[config.mk]
export PLATFORM = sky130hd
export DESIGN_NAME = riscv_ex_stage
export DESIGN_NICKNAME = d
export VERILOG_FILES = /design/src/rtl/riscv_ex_stage.sv
export SDC_FILE = /design/constraint.sdc
export NUM_CORES = 1
export LEC_CHECK = 0
export ABC_CLOCK_PERIOD_IN_PS = 10450
export CORE_MARGIN = 8
export CORE_UTILIZATION = 34
export DETAILED_ROUTE_END_ITERATION = 7
export PLACE_DENSITY = 0.57
export SLEW_MARGIN = 5
export SYNTH_ARGS = -nofsm -noshare
export SYNTH_HDL_FRONTEND = slang
export SYNTH_SLANG_ARGS = --single-unit
[constraint.sdc]
create_clock -name clk -period 10.45 [get_ports clk]
set_input_delay 3.135 -clock clk [delete_from_list [all_inputs] [get_ports clk]]
set_output_delay 3.135 -clock clk [all_outputs]
set_load 0.03 [all_outputs]
[src/rtl/riscv_ex_stage.sv]
// riscv_ex_stage -- RISC-V execute stage.
//
// Sits directly after the ID/EX pipeline register. Computes the ALU result,
// the load/store address (alu_a_i + offset_i) and the branch decision, and
// registers the results into the EX/MEM boundary.
//
// Optional iterative multiplier, enabled by defining RISCV_EX_MUL_EN.
// - Enabled: ALU_MUL runs for STEPS = XLEN/MUL_BITS_PER_CY cycles in BUSY.
//   stall_o holds the front end for STEPS+1 cycles, and EX/MEM receives
//   bubbles meanwhile.
// - Undefined: ALU_MUL behaves like ALU_NONE, and stall_o is simply stall_i.
//
// Ports
//   clk, rst              clock; asynchronous active-high reset
//   valid_i               ID/EX slot holds a real instruction
//   pc_i, rd_idx_i        instruction PC, destination register
//   rd_we_i               register write enable
//   alu_op_i              `ALU_* opcode
//   alu_a_i, alu_b_i      operands (alu_b_i doubles as store data)
//   offset_i              branch / memory offset
//   br_i, zero_en_i       conditional branch; taken when (res==0)==zero_en_i
//   data_we_i, data_re_i  store / load
//   stall_i               MEM cannot accept: hold EX/MEM
//   stall_o               hold ID/EX and PC (combinational)
//   br_taken_o            redirect fetch and flush (combinational)
//   br_target_o           pc_i + offset_i (combinational)
//   valid_o, alu_res_o, mem_addr_o, st_data_o,
//   rd_idx_o, rd_we_o, data_we_o, data_re_o   registered EX/MEM fields
//   mul_state_o           multiplier FSM state for debug (0 when the FSM is absent)
//
// Handshake: stall_i=1 freezes every EX/MEM output. stall_o=1 means the
// front end must present the same ID/EX contents on the next cycle. A branch
// is only reported taken when stall_o is low, so each branch resolves once.

`ifndef RegBus
`define RegBus 31:0
`endif
`ifndef InstAddrBus
`define InstAddrBus 31:0
`endif
`ifndef RegAddrBus
`define RegAddrBus 4:0
`endif
`ifndef AluOpBus
`define AluOpBus 3:0
`endif
`ifndef ALU_NONE
`define ALU_NONE 4'd0
`define ALU_ADD  4'd1
`define ALU_SUB  4'd2
`define ALU_AND  4'd3
`define ALU_OR   4'd4
`define ALU_XOR  4'd5
`define ALU_SLT  4'd6
`define ALU_SLTU 4'd7
`define ALU_SLL  4'd8
`define ALU_SRL  4'd9
`define ALU_SRA  4'd10
`define ALU_MUL  4'd11
`endif

module riscv_ex_stage #(
  parameter int XLEN            = 32,
  parameter int MUL_BITS_PER_CY = 1
) (
  input  logic                clk,
  input  logic                rst,
  input  logic                valid_i,
  input  logic [`InstAddrBus] pc_i,
  input  logic [`RegAddrBus]  rd_idx_i,
  input  logic                rd_we_i,
  input  logic [`AluOpBus]    alu_op_i,
  input  logic [XLEN-1:0]     alu_a_i,
  input  logic [XLEN-1:0]     alu_b_i,
  input  logic [XLEN-1:0]     offset_i,
  input  logic                br_i,
  input  logic                zero_en_i,
  input  logic                data_we_i,
  input  logic                data_re_i,
  input  logic                stall_i,
  output logic                stall_o,
  output logic                br_taken_o,
  output logic [`InstAddrBus] br_target_o,
  output logic                valid_o,
  output logic [XLEN-1:0]     alu_res_o,
  output logic [XLEN-1:0]     mem_addr_o,
  output logic [XLEN-1:0]     st_data_o,
  output logic [`RegAddrBus]  rd_idx_o,
  output logic                rd_we_o,
  output logic                data_we_o,
  output logic                data_re_o,
  output logic [1:0]          mul_state_o
);

  localparam int STEPS = XLEN / MUL_BITS_PER_CY;

  // An empty block: elaboration shows the bad configuration by name when
  // MUL_BITS_PER_CY does not evenly divide XLEN.
  if (STEPS * MUL_BITS_PER_CY != XLEN) begin : g_mul_bits_must_divide_xlen
  end

  logic [XLEN-1:0] alu_res;
  logic [XLEN-1:0] ex_res;
  logic            mul_stall;   // multiplier owns the slot: bubble EX/MEM
  logic [4:0]      shamt;

  assign shamt = alu_b_i[4:0];

  always_comb begin
    alu_res = '0;
    case (alu_op_i)
      `ALU_ADD:  alu_res = alu_a_i + alu_b_i;
      `ALU_SUB:  alu_res = alu_a_i - alu_b_i;
      `ALU_AND:  alu_res = alu_a_i & alu_b_i;
      `ALU_OR:   alu_res = alu_a_i | alu_b_i;
      `ALU_XOR:  alu_res = alu_a_i ^ alu_b_i;
      `ALU_SLT:  alu_res = {{(XLEN-1){1'b0}}, $signed(alu_a_i) < $signed(alu_b_i)};
      `ALU_SLTU: alu_res = {{(XLEN-1){1'b0}}, alu_a_i < alu_b_i};
      `ALU_SLL:  alu_res = alu_a_i << shamt;
      `ALU_SRL:  alu_res = alu_a_i >> shamt;
      `ALU_SRA:  alu_res = $unsigned($signed(alu_a_i) >>> shamt);
      default:   alu_res = '0;
    endcase
  end

`ifdef RISCV_EX_MUL_EN
  localparam int CNT_W = $clog2(STEPS);

  typedef enum logic [1:0] {
    MUL_IDLE = 2'd0,
    MUL_BUSY = 2'd1,
    MUL_DONE = 2'd2
  } mul_state_t;

  mul_state_t      state, state_nxt;
  logic [XLEN-1:0] mcand, mcand_nxt;    // multiplicand, shifted left each step
  logic [XLEN-1:0] mplier, mplier_nxt;  // multiplier, low bits consumed each step
  logic [XLEN-1:0] acc, acc_nxt;
  logic [CNT_W-1:0] cnt, cnt_nxt;
  logic [XLEN-1:0] partial;
  logic            mul_start;

  assign mul_start   = valid_i && (alu_op_i == `ALU_MUL) && (state == MUL_IDLE);
  assign mul_stall   = mul_start || (state == MUL_BUSY);
  assign stall_o     = stall_i || mul_stall;
  assign ex_res      = (state == MUL_DONE) ? acc : alu_res;
  assign mul_state_o = state;

  // Partial product of the multiplicand with the next MUL_BITS_PER_CY bits.
  always_comb begin
    partial = '0;
    for (int j = 0; j < MUL_BITS_PER_CY; j++) begin
      if (mplier[j]) partial = partial + (mcand << j);
    end
  end

  always_comb begin
    state_nxt  = state;
    mcand_nxt  = mcand;
    mplier_nxt = mplier;
    acc_nxt    = acc;
    cnt_nxt    = cnt;
    case (state)
      MUL_IDLE: begin
        if (mul_start) begin
          mcand_nxt  = alu_a_i;
          mplier_nxt = alu_b_i;
          acc_nxt    = '0;
          cnt_nxt    = '0;
          state_nxt  = MUL_BUSY;
        end
      end
      MUL_BUSY: begin
        acc_nxt    = acc + partial;
        mcand_nxt  = mcand << MUL_BITS_PER_CY;
        mplier_nxt = mplier >> MUL_BITS_PER_CY;
        cnt_nxt    = cnt + 1'b1;
        if (cnt == CNT_W'(STEPS - 1)) state_nxt = MUL_DONE;
      end
      MUL_DONE: begin
        // The result leaves on the same edge that EX/MEM accepts it.
        if (!stall_i) state_nxt = MUL_IDLE;
      end
      default: state_nxt = MUL_IDLE;
    endcase
  end

  always_ff @(posedge clk or posedge rst) begin
    if (rst) begin
      state  <= MUL_IDLE;
      mcand  <= '0;
      mplier <= '0;
      acc    <= '0;
      cnt    <= '0;
    end else begin
      state  <= state_nxt;
      mcand  <= mcand_nxt;
      mplier <= mplier_nxt;
      acc    <= acc_nxt;
      cnt    <= cnt_nxt;
    end
  end
`else
  assign mul_stall   = 1'b0;
  assign stall_o     = stall_i;
  assign ex_res      = alu_res;
  assign mul_state_o = 2'd0;
`endif

  assign br_target_o = pc_i + offset_i;
  assign br_taken_o  = valid_i && br_i && !stall_o && ((alu_res == '0) == zero_en_i);

  always_ff @(posedge clk or posedge rst) begin
    if (rst) begin
      valid_o    <= 1'b0;
      alu_res_o  <= '0;
      mem_addr_o <= '0;
      st_data_o  <= '0;
      rd_idx_o   <= '0;
      rd_we_o    <= 1'b0;
      data_we_o  <= 1'b0;
      data_re_o  <= 1'b0;
    end else if (!stall_i) begin
      if (mul_stall) begin
        valid_o   <= 1'b0;
        rd_we_o   <= 1'b0;
        data_we_o <= 1'b0;
        data_re_o <= 1'b0;
      end else begin
        valid_o    <= valid_i;
        alu_res_o  <= ex_res;
        mem_addr_o <= alu_a_i + offset_i;
        st_data_o  <= alu_b_i;
        rd_idx_o   <= rd_idx_i;
        rd_we_o    <= valid_i && rd_we_i;
        data_we_o  <= valid_i && data_we_i;
        data_re_o  <= valid_i && data_re_i;
      end
    end
  end

endmodule

==> impl_metrics.tcl <==
set metrics [dict create \
    cp_max_fo 6 \
    start_util_pct 34.3 \
    final_layout_size_suffix_gt1_share_pct 32.2 \
    seq_area_mm2 0.00263 \
    rsz0062_at_grt "true" \
    synthesis.area_mm2 0.0168 \
    synthCells 2126 \
    die-width_um 238 \
    grt_use_total_pct 29.8 \
    async_flop_share_pct 100 \
    clock_latency_ns 0.42 \
    ff2ff_path_depth 1 \
    hold_viol_final 0 \
    fin_setup_tns_ns -0.0719 \
    holdBufCountCts 0 \
    synth_top_area_share_pct 15.7 \
    root_buffer "clkbuf_16" \
    cts_tree "done" \
    synth.avg_cell_area_um2 7.88 \
    wl_met2_um 40700 \
    worst-endpoint-required_ns 7.32 \
    maxSlewViolCount 0 \
    tightest_slew_ns 1.41 \
    synth_top_family_by_area "compound AO/OA/AOI/OAI gates" \
    r2r_start "mem_addr_o[0]" \
    outcome "complete, but fails checks" \
    end_kind "output pin" \
    core-area_mm2 0.0488 \
    synth-xor-area-share_pct 3.03 \
    most-common-layout-cells "buf_4, clkdlybuf4s50_1, nand2_1" \
    cellPowerDensity_mw_per_mm2 95.6 \
    drtPass1Iterations 5 \
    fmax_mhz 95.0 \
    wl_met1_um 37100 \
    multi_input_area_mm2 0.0137 \
    wirelength_um 86700 \
    swShare_pct 45.0 \
    hold_slack_ns 0.486 \
    vdd_drop_max_uv 93.8 \
    arrival_ns 7.39 \
    ys_seq_elements 105 \
    grt_max_degree 93 \
    synth_compound_area_share_pct 27.8 \
    drv_cap 0 \
    setup_viol 1 \
    hp-class "reg -> reg" \
    finalCritPeriodShare_pct 101 \
    fin_crit_ns 10.52 \
    grt_pass1_wl_um 130000 \
    max_slew_margin_pct 5.93 \
    area.growth.synth_to_final_pct 54.7 \
    seqPwrFrac_pct 20.1 \
    die_area_mm2 0.0566 \
    ys_types 94 \
    routedWlPerCell_um 24.2 \
    critPathLaunchType "input port" \
    synth_simple_gate_area_share_pct 19.4 \
    min_from "st_data_o[5]" \
    htree_num_levels 3 \
    synth_area_leaders "dfrtp_1, ha_1, mux4_2, nand2_1, o21ai_0" \
    synthFlopType "dfrtp_1" \
    synth-edff-count 0 \
    combPwrFrac_pct 64.0 \
    highest_layer "met5" \
    postRouteAntennaNets 0 \
    p_sw_uw 1110 \
    hpwl_um 72000 \
    io_pins 287 \
    antenna_found_initial 7 \
    grt_pass1_vias 20900 \
    synth.mux.area_fraction_pct 15.0 \
    clock_power_share_pct 15.8 \
    min_to "st_data_o[5]" \
    synth_top_cell_by_area "dfrtp_1" \
    crit_type "in -> out" \
    numCtsBuffers 9 \
    port_buffers 284 \
    violations "negative setup slack" \
    fin_ws_ns -0.0719 \
    drt_iter0_markers 1669 \
    dr_total_vias 20600 \
    dp.cells 3530 \
    fillers 4713 \
    fin_nets 3227 \
    r2r_end "mem_addr_o[0]" \
    die_h_um 238 \
    hold_path_depth 2 \
    num_rows 81 \
    leakagePower_uw 0.0115 \
    rrSetupSlack_ns 9.64 \
    gp_congestion 0.962 \
    p_int_uw 1360 \
    drc 0 \
    ys_seq_area_share_pct 15.7 \
    clock_sinks 105 \
    yosys_warnings 0 \
    vias_per_cell 5.73 \
    synthAdderAreaFrac_pct 12.3 \
    final_common_cell "buf_4" \
    fin_worst_skew_ns 0 \
    wl_met3_um 5400 \
    cts.path.max_buffers 2 \
    finalNonFillerCells 3590 \
    path_clk_slew_ns 0.08 \
    grt-ovfl-total 0 \
]
[critical path: stages]
cell and delay (ns):
clkdlybuf4s50_1 0.41, buf_4 0.17, buf_4 0.15, buf_4 0.15, or4b_2 0.68, buf_4 0.22, nor4_2 0.30, a31oi_1 0.11
buf_4 0.18, buf_4 0.13, buf_4 0.14, a41oi_2 0.25, buf_4 0.18, nor3_1 0.06, nor3_1 0.26, a311oi_2 0.10
nand4_1 0.16, buf_6 0.13, nor4_1 0.04, and4b_2 0.29, buf_6 0.13
[area by class of cell]
cell class | instances | share of cell area (%)
Multi-Input combinational cell | 1743 | 53.0
Timing Repair Buffer | 930 | 30.6
Sequential cell | 105 | 10.1
Tap cell | 664 | 3.21
Inverter | 129 | 1.88
Clock buffer | 9 | 0.869
Clock inverter | 7 | 0.343
Antenna cell | 3 | 0.0290
[timing repair]
item	4_1_cts	5_1_grt
resized for setup	198	15
hold endpoints to repair	0	0
buffers inserted	41	0
gates cloned	3	0
pin swaps	55	2
setup endpoints to repair	1	3
[metal layers]
metal	track usage, %	vias to the layer above
met5	0	-
met4	12.0	8
met3	5.06	144
met2	49.6	796
met1	38.0	10000
li1	-	9586
[synthesized netlist by cell type, drive strengths merged, types with 47 or more instances]
cell and number:
mux2 52, dfrtp 105, nand2 218, buf 51, mux2i 47, a21oi 134, ha 159, clkbuf 99
mux4 65, nand3 51, nor2 161, o21ai 160, inv 128, nor3 66
[metrics by stage]
stage | utilization, % | setup WS (ns) | area, µm² | total power [µW]
after floorplan | - | 0.0187 | 16800 | 1280
after global placement | 50.2 | -0.925 | 24500 | 2000
after detailed placement | 50.2 | -0.867 | 24500 | 2010
after CTS | 52.9 | 0.000832 | 25800 | 2480
after global routing | 53.1 | -0.201 | 25900 | 2610
final | 53.1 | -0.0719 | 25900 | 2480
[worst max path at each step]
stage / startpoint / end / slack (ns) / depth (start not counted)
2_1_floorplan: alu_b_i[2] / br_taken_o / 0.02 / 19
3_3_place_gp: alu_a_i[8] / br_taken_o / -0.92 / 19
5_1_grt: alu_b_i[9] / br_taken_o / -0.20 / 20
4_1_cts: alu_b_i[1] / br_taken_o / 0.0008 / 20
6_report: alu_op_i[2] / br_taken_o / -0.07 / 21
3_5_place_dp: alu_a_i[8] / br_taken_o / -0.87 / 19
[kinds of logic (layout without fill, tap and decap cells)]
| group | count (synthesis) | in the layout |
|---|---|---|
| AOI/OAI and AO/OA | 682 | 682 |
| and+or+nand+nor | 674 | 674 |
| other | 1 | 5 |
| xor gates and xnor gates | 58 | 58 |
| DFF | 105 | 105 |
| buffers and inverters | 279 | 1075 |
| muxes | 164 | 164 |
| adders and majority gates | 163 | 163 |
[sequential cells by signal, summed over array words and instances, names as in the netlist]
register    flops
mem_addr_o     32
valid_o         1
rd_idx_o        5
alu_res_o      32
data_we_o       1
st_data_o      32
data_re_o       1
rd_we_o         1
[power groups by stage]
stage               clock [µW]  sequential (µW)  combinational [µW]
finish                     392              499                1590
global route               412              508                1690
CTS                        406              500                1570
detailed placement           0              507                1510
global placement             0              505                1500
floorplan                    0              628                 653
(Power assumes the default switching activity.)
